--- config.mk ---
export PLATFORM = sky130hd
export DESIGN_NAME = sram_port_arbiter
export DESIGN_NICKNAME = d
export VERILOG_FILES = /design/src/rtl/arm_mem_pkg.sv /design/src/rtl/rr_arbiter2.sv /design/src/rtl/sram_port_arbiter.sv
export SDC_FILE = /design/constraint.sdc
export NUM_CORES = 1
export LEC_CHECK = 0
export ABC_CLOCK_PERIOD_IN_PS = 3400
export BUFFER_PORTS_ARGS = -buffer_cell sky130_fd_sc_hd__buf_4
export CORE_AREA = 2 2 111 113
export CTS_CLUSTER_DIAMETER = 50
export CTS_CLUSTER_SIZE = 30
export DETAILED_ROUTE_END_ITERATION = 8
export DIE_AREA = 0 0 113 115
export GPL_TIMING_DRIVEN = 0
export PLACE_DENSITY = 0.82
export SYNTH_ARGS = -nofsm -noshare
export SYNTH_HDL_FRONTEND = slang
export SYNTH_SLANG_ARGS = --single-unit
export TNS_END_PERCENT = 20
--- constraint.sdc ---
create_clock -name clk -period 3.4 [get_ports clk]
set_input_delay 0.17 -clock clk [delete_from_list [all_inputs] [get_ports clk]]
set_output_delay 0.17 -clock clk [all_outputs]
set_load 0.02 [all_outputs]
--- src/rtl/arm_mem_pkg.sv ---
// Shared encodings and address defaults for the SRAM port arbiter.
// Holds the FSM state type, grant codes and the saturating counter helper.
package arm_mem_pkg;

    typedef enum logic [1:0] {
        ST_IDLE   = 2'd0,
        ST_BUSY_D = 2'd1,
        ST_BUSY_I = 2'd2
    } arb_state_t;

    localparam logic [1:0] GRANT_NONE = 2'b00;
    localparam logic [1:0] GRANT_D    = 2'b01;
    localparam logic [1:0] GRANT_I    = 2'b10;

    localparam logic [31:0] D_BASE_DEFAULT = 32'd1024;
    localparam logic [31:0] I_BASE_DEFAULT = 32'd0;
    localparam logic [15:0] CONFLICT_MAX   = 16'hFFFF;

    function automatic logic [15:0] sat_inc16(input logic [15:0] value, input logic [15:0] limit);
        return (value >= limit) ? value : value + 16'd1;
    endfunction

endpackage

--- src/rtl/rr_arbiter2.sv ---
// Two-requester round-robin arbiter with a last-served pointer and one-hot grant.
// Requester 0 is the data port and requester 1 the fetch port.
module rr_arbiter2 (
    input  logic       clk,
    input  logic       rst,
    input  logic [1:0] req,
    input  logic       accept,
    output logic [1:0] gnt,
    output logic       contended
);

    // 1 while requester 1 was served last; reset value lets requester 0 win first.
    logic last_hi;

    always_comb begin
        gnt = 2'b00;
        if (req == 2'b11)
            gnt = last_hi ? 2'b01 : 2'b10;
        else if (req[0])
            gnt = 2'b01;
        else if (req[1])
            gnt = 2'b10;
    end

    assign contended = &req;

    always_ff @(posedge clk or negedge rst) begin
        if (!rst)
            last_hi <= 1'b1;
        else if (accept && (gnt != 2'b00))
            last_hi <= gnt[1];
    end

endmodule

--- src/rtl/sram_port_arbiter.sv ---
// Shares one SRAM controller between a data port and a read-only fetch port.
// state     | meaning
// ST_IDLE   | nothing in flight; arbitrate pending requests, enables low
// ST_BUSY_D | data port owns the controller until m_ready
// ST_BUSY_I | fetch port owns the controller until m_ready
module sram_port_arbiter
    import arm_mem_pkg::*;
#(
    parameter logic [31:0] D_BASE       = D_BASE_DEFAULT,
    parameter logic [31:0] I_BASE       = I_BASE_DEFAULT,
    parameter logic [15:0] CONFLICT_SAT = CONFLICT_MAX
) (
    input  logic        clk,
    input  logic        rst,
    input  logic        d_rd_en,
    input  logic        d_wr_en,
    input  logic [31:0] d_addr,
    input  logic [31:0] d_wdata,
    output logic        d_ready,
    output logic [31:0] d_rdata,
    input  logic        i_rd_en,
    input  logic [31:0] i_addr,
    output logic        i_ready,
    output logic [31:0] i_rdata,
    output logic        m_rd_en,
    output logic        m_wr_en,
    output logic [31:0] m_address,
    output logic [31:0] m_write_data,
    input  logic        m_ready,
    input  logic [31:0] m_read_data,
    output logic [1:0]  grant,
    output logic [15:0] conflict_cnt
);

    arb_state_t  state;
    arb_state_t  state_next;
    logic [1:0]  rr_gnt;
    logic        rr_contended;
    logic        d_req;
    logic        d_wr_q;
    logic        d_rd_done;
    logic        i_rd_done;
    logic [31:0] d_rdata_q;
    logic [31:0] i_rdata_q;

    assign d_req = d_rd_en | d_wr_en;

    rr_arbiter2 u_rr (
        .clk       (clk),
        .rst       (rst),
        .req       ({i_rd_en, d_req}),
        .accept    (state == ST_IDLE),
        .gnt       (rr_gnt),
        .contended (rr_contended)
    );

    always_ff @(posedge clk or negedge rst) begin
        if (!rst)
            state <= ST_IDLE;
        else
            state <= state_next;
    end

    always_comb begin
        state_next = state;
        unique case (state)
            ST_IDLE: begin
                if (rr_gnt[0])
                    state_next = ST_BUSY_D;
                else if (rr_gnt[1])
                    state_next = ST_BUSY_I;
            end
            ST_BUSY_D, ST_BUSY_I: begin
                if (m_ready)
                    state_next = ST_IDLE;
            end
            default: state_next = ST_IDLE;
        endcase
    end

    // If the data port lets go mid-access, d_wr_q keeps the access type alive until m_ready.
    always_comb begin
        m_rd_en      = 1'b0;
        m_wr_en      = 1'b0;
        m_address    = 32'd0;
        m_write_data = 32'd0;
        case (state)
            ST_BUSY_D: begin
                m_wr_en      = d_req ? d_wr_en : d_wr_q;
                m_rd_en      = d_req ? (d_rd_en & ~d_wr_en) : ~d_wr_q;
                m_address    = d_addr - D_BASE;
                m_write_data = d_wdata;
            end
            ST_BUSY_I: begin
                m_rd_en   = 1'b1;
                m_address = i_addr - I_BASE;
            end
            default: ;
        endcase
    end

    assign d_rd_done = (state == ST_BUSY_D) & m_ready & d_rd_en & ~d_wr_en;
    assign i_rd_done = (state == ST_BUSY_I) & m_ready & i_rd_en;
    assign d_ready   = ~d_req | ((state == ST_BUSY_D) & m_ready);
    assign i_ready   = ~i_rd_en | ((state == ST_BUSY_I) & m_ready);
    assign d_rdata   = d_rd_done ? m_read_data : d_rdata_q;
    assign i_rdata   = i_rd_done ? m_read_data : i_rdata_q;

    always_ff @(posedge clk or negedge rst) begin
        if (!rst) begin
            grant        <= GRANT_NONE;
            conflict_cnt <= 16'd0;
            d_rdata_q    <= 32'd0;
            i_rdata_q    <= 32'd0;
            d_wr_q       <= 1'b0;
        end else begin
            case (state_next)
                ST_BUSY_D: grant <= GRANT_D;
                ST_BUSY_I: grant <= GRANT_I;
                default:   grant <= GRANT_NONE;
            endcase
            if ((state == ST_IDLE) && rr_contended)
                conflict_cnt <= sat_inc16(conflict_cnt, CONFLICT_SAT);
            if (d_rd_done)
                d_rdata_q <= m_read_data;
            if (i_rd_done)
                i_rdata_q <= m_read_data;
            if (d_req)
                d_wr_q <= d_wr_en;
        end
    end

endmodule

==> metrics.md <==
| Metric | Value |
|---|---|
| Rel. slew slack | `29.9%` |
| Global-route wire length before repair | `21100 um` |
| Maximum clock path buffer count | `2` |
| Crit path DAT | `2.74 ns` |
| Critical Path RT | `3.23 ns` |
| Avg Vias per Cell | `4.89` |
| Post-synth top area cell | `dfrtp_1` |
| Die height | `115 um` |
| Pin count of the biggest net entering global routing | `87` |
| Register-to-Register Setup Slack | `1.03 ns` |
| Setup crit end kind | `output pin` |
| Global Route Usage Sum | `20.2%` |
| Row cnt | `40` |
| Main flop type after synthesis | `dfrtp_1` |
| Critical path startpoint category | `flop` |
| Critical path's top delay family | `buffers and inverters` |
| Fin cells | `849` |
| Leakage | `3.50 nW` |
| Post-Syn Nets | `543` |
| WP buf/inv | `4` |
| Routed Antenna Nets | `0` |
| Fraction of layout cells with a size suffix above 1 | `54.3%` |
| Max Cap Viol | `0` |
| Reg-to-reg endpoint | `i_rdata_q[7]` |
| Synth top area share | `46.9%` |
| Area growth syn-to-layout | `57.7%` |
| DR iter-0 viols | `226` |
| Die area | `0.0130 mm^2` |
| Die width | `113 um` |
| Nets | `837` |
| Root buffer cell | `clkbuf_16` |
| DRC viols | `20` |
| Failing checks | `DRC` |
| Crit-path cells | `inv_1 -> ha_1 -> clkbuf_1 -> nand3_1 -> buf_1 -> mux2_2 -> buf_4` |
| Area contributors post-synth | `dfrtp_1 (47%), mux2_2 (16%), and2_1 (4.8%)` |
| CTS Sinks | `86` |
| Initial antenna violation count | `0` |
| Total power | `5.93 mW` |
| Status | `complete, but fails checks` |
| Cell Area, Synth | `0.00453 mm^2` |
| CTS tree | `done` |
| Starting Density | `38.4%` |
| Core ar. | `0.0118 mm^2` |
| PwrDens | `829 mW/mm^2` |
| GPL Wtd Cong | `0.924` |
| Synth unique cells | `42` |
| Maximum fanout along the worst path | `10` |
| Clk_skew | `0.00556 ns` |
| Final WL | `13600 um` |
| Inst Count DP | `833` |
| Clk_lat worst skew | `0.33 ns` |
| Reg-to-reg startpoint | `state[0]` |
| Synth warn | `0` |
| Post-Synthesis Cells | `403` |
| Worst vdd ir | `599 uV` |
| Post-synthesis average cell area | `11.2 um^2` |
| Fin util | `60.5%` |
| DR vias | `4150` |
| Fmax | `343 MHz` |
| Endpoints failing hold | `0` |
| Post-synth EDFFs | `0` |
| Slowest cell delay on critical path | `0.50 ns` |
| Post-CTS Resized | `0` |
| Port bufs | `283` |
| RSZ-0062 raised after global routing | `no` |
| Final worst-path cycle share | `85.6%` |
| Post-CTS Hold Fix Bufs | `0` |
| Grt ovf | `0` |
| Final hold slack | `0.00956 ns` |
| Reg2Reg Depth | `6` |
| CTS H-Tree Depth | `3` |
| Tmin final | `2.91 ns` |
| Final setup viols | `0` |
| Drt pass-1 iters | `7` |
| Fraction of registers with async set/reset | `100%` |
| CTS buffer count | `9` |
| Slowest-stage cell, CP | `buf_1` |
| Setup TNS Final | `0 ns` |
| Sequential cell area fraction in the yosys report | `47.5%` |
| Reg clk slew, reported paths | `0.06 ns` |
| Flops & latches, synth | `86` |
| Worst-Margin Slew | `1.05 ns` |
| Hpwl dp | `11000 um` |
| Buffer count from post-CTS setup fixing | `0` |
| CP Class | `reg2out` |
| Number of global-route vias before repair | `4288` |
| Hold WC Path Type | `in2async` |
| # diodes | `0` |
| WL/cell | `16.1 um` |
| Slew Limit Fails | `0` |
| Number of I/O pins | `284` |
==> cell usage in the layout (no fill, tap or decap), drive strengths merged, types with 8 or more instances in the layout <==
| cell | synthesis | final |
|---|---|---|
| a22oi | 16 | 16 |
| and2 | 35 | 35 |
| buf | 5 | 288 |
| clkbuf | 16 | 28 |
| dfrtp | 85 | 85 |
| inv | 7 | 8 |
| mux2 | 65 | 65 |
| nand2 | 30 | 30 |
| nor2 | 13 | 13 |
| nor2b | 17 | 17 |
| nor3 | 11 | 11 |
| o21ai | 19 | 19 |
| xnor2 | 21 | 21 |
| xor2 | 13 | 13 |
==> Yosys cell counts (all sizes together), types with 2 or more instances <==
| library cell | instances |
|---|---|
| o31a | 2 |
| a21boi | 2 |
| and4 | 3 |
| dfrtp | 85 |
| inv | 7 |
| or3 | 2 |
| nor2b | 17 |
| nand2b | 2 |
| a22oi | 16 |
| xor2 | 13 |
| nand4 | 6 |
| clkbuf | 16 |
| nor4 | 6 |
| nor2 | 13 |
| nor3 | 11 |
| ha | 6 |
| buf | 5 |
| and3 | 4 |
| xnor2 | 21 |
| mux2 | 65 |
| nand2 | 30 |
| nand3 | 7 |
| o21ai | 19 |
| and2 | 35 |
| a21oi | 3 |
==> power by group <==
group          internal, mW  switching (mW)
Sequential             1.45           0.156
Clock                 0.612           0.378
Combinational          1.49            1.84
Total                  3.55            2.38
==> worst max-delay path by stage <==
stage	to	cells after the start	from
final	i_rdata[7]	7	state[0]
after global routing	i_rdata[7]	7	state[0]
after CTS	i_rdata[7]	7	state[0]
after detailed placement	i_rdata[2]	7	state[0]
after global placement	i_rdata[7]	7	state[0]
after floorplan	m_address[17]	6	state[0]
==> kinds of logic (layout without fill, tap and decap cells) <==
family | after synthesis | count (layout) | synth area share (%)
muxes | 65 | 65 | 16.1
xor gates and xnor gates | 34 | 34 | 6.57
AOI/OAI and AO/OA | 45 | 45 | 6.40
adders and majority gates | 6 | 6 | 1.66
DFF | 86 | 86 | 47.5
and+or+nand+nor | 139 | 139 | 19.2
buffers and inverters | 28 | 327 | 2.54
==> sequential cells by signal, indices dropped and copies added (netlist names) <==
name,flops
conflict_cnt,16
u_rr.last_hi,1
i_rdata_q,32
state,2
grant,2
d_wr_q,1
d_rdata_q,32
==> stage by stage <==
stage          cell area [um^2]  setup WS (ns)
2_1_floorplan              4530           1.40
3_3_place_gp               6840          0.887
3_5_place_dp               6840          0.805
4_1_cts                    7150          0.433
5_1_grt                    7150          0.270
6_report                   7150          0.488
==> final cells by class <==
class | count | area, um^2
Buffer | 21 | 88.8
Clock buffer | 12 | 256
Clock inverter | 4 | 52.6
Fill cell | 943 | 4660
Inverter | 7 | 26.3
Multi-Input combinational cell | 289 | 2260
Sequential cell | 86 | 2150
Tap cell | 147 | 184
Timing Repair Buffer | 283 | 2120
==> metal layers <==
layer,GRT usage (%),up-vias,routed length (um),share of wire [%]
li1,-,1990,-,-
met1,22.6,1974,4970,36
met2,38.1,170,7390,54
met3,4.22,16,1100,8.1
met4,7.15,0,178,1.3
met5,0,-,0,0
Note: power is estimated with default switching activity, not from simulation.
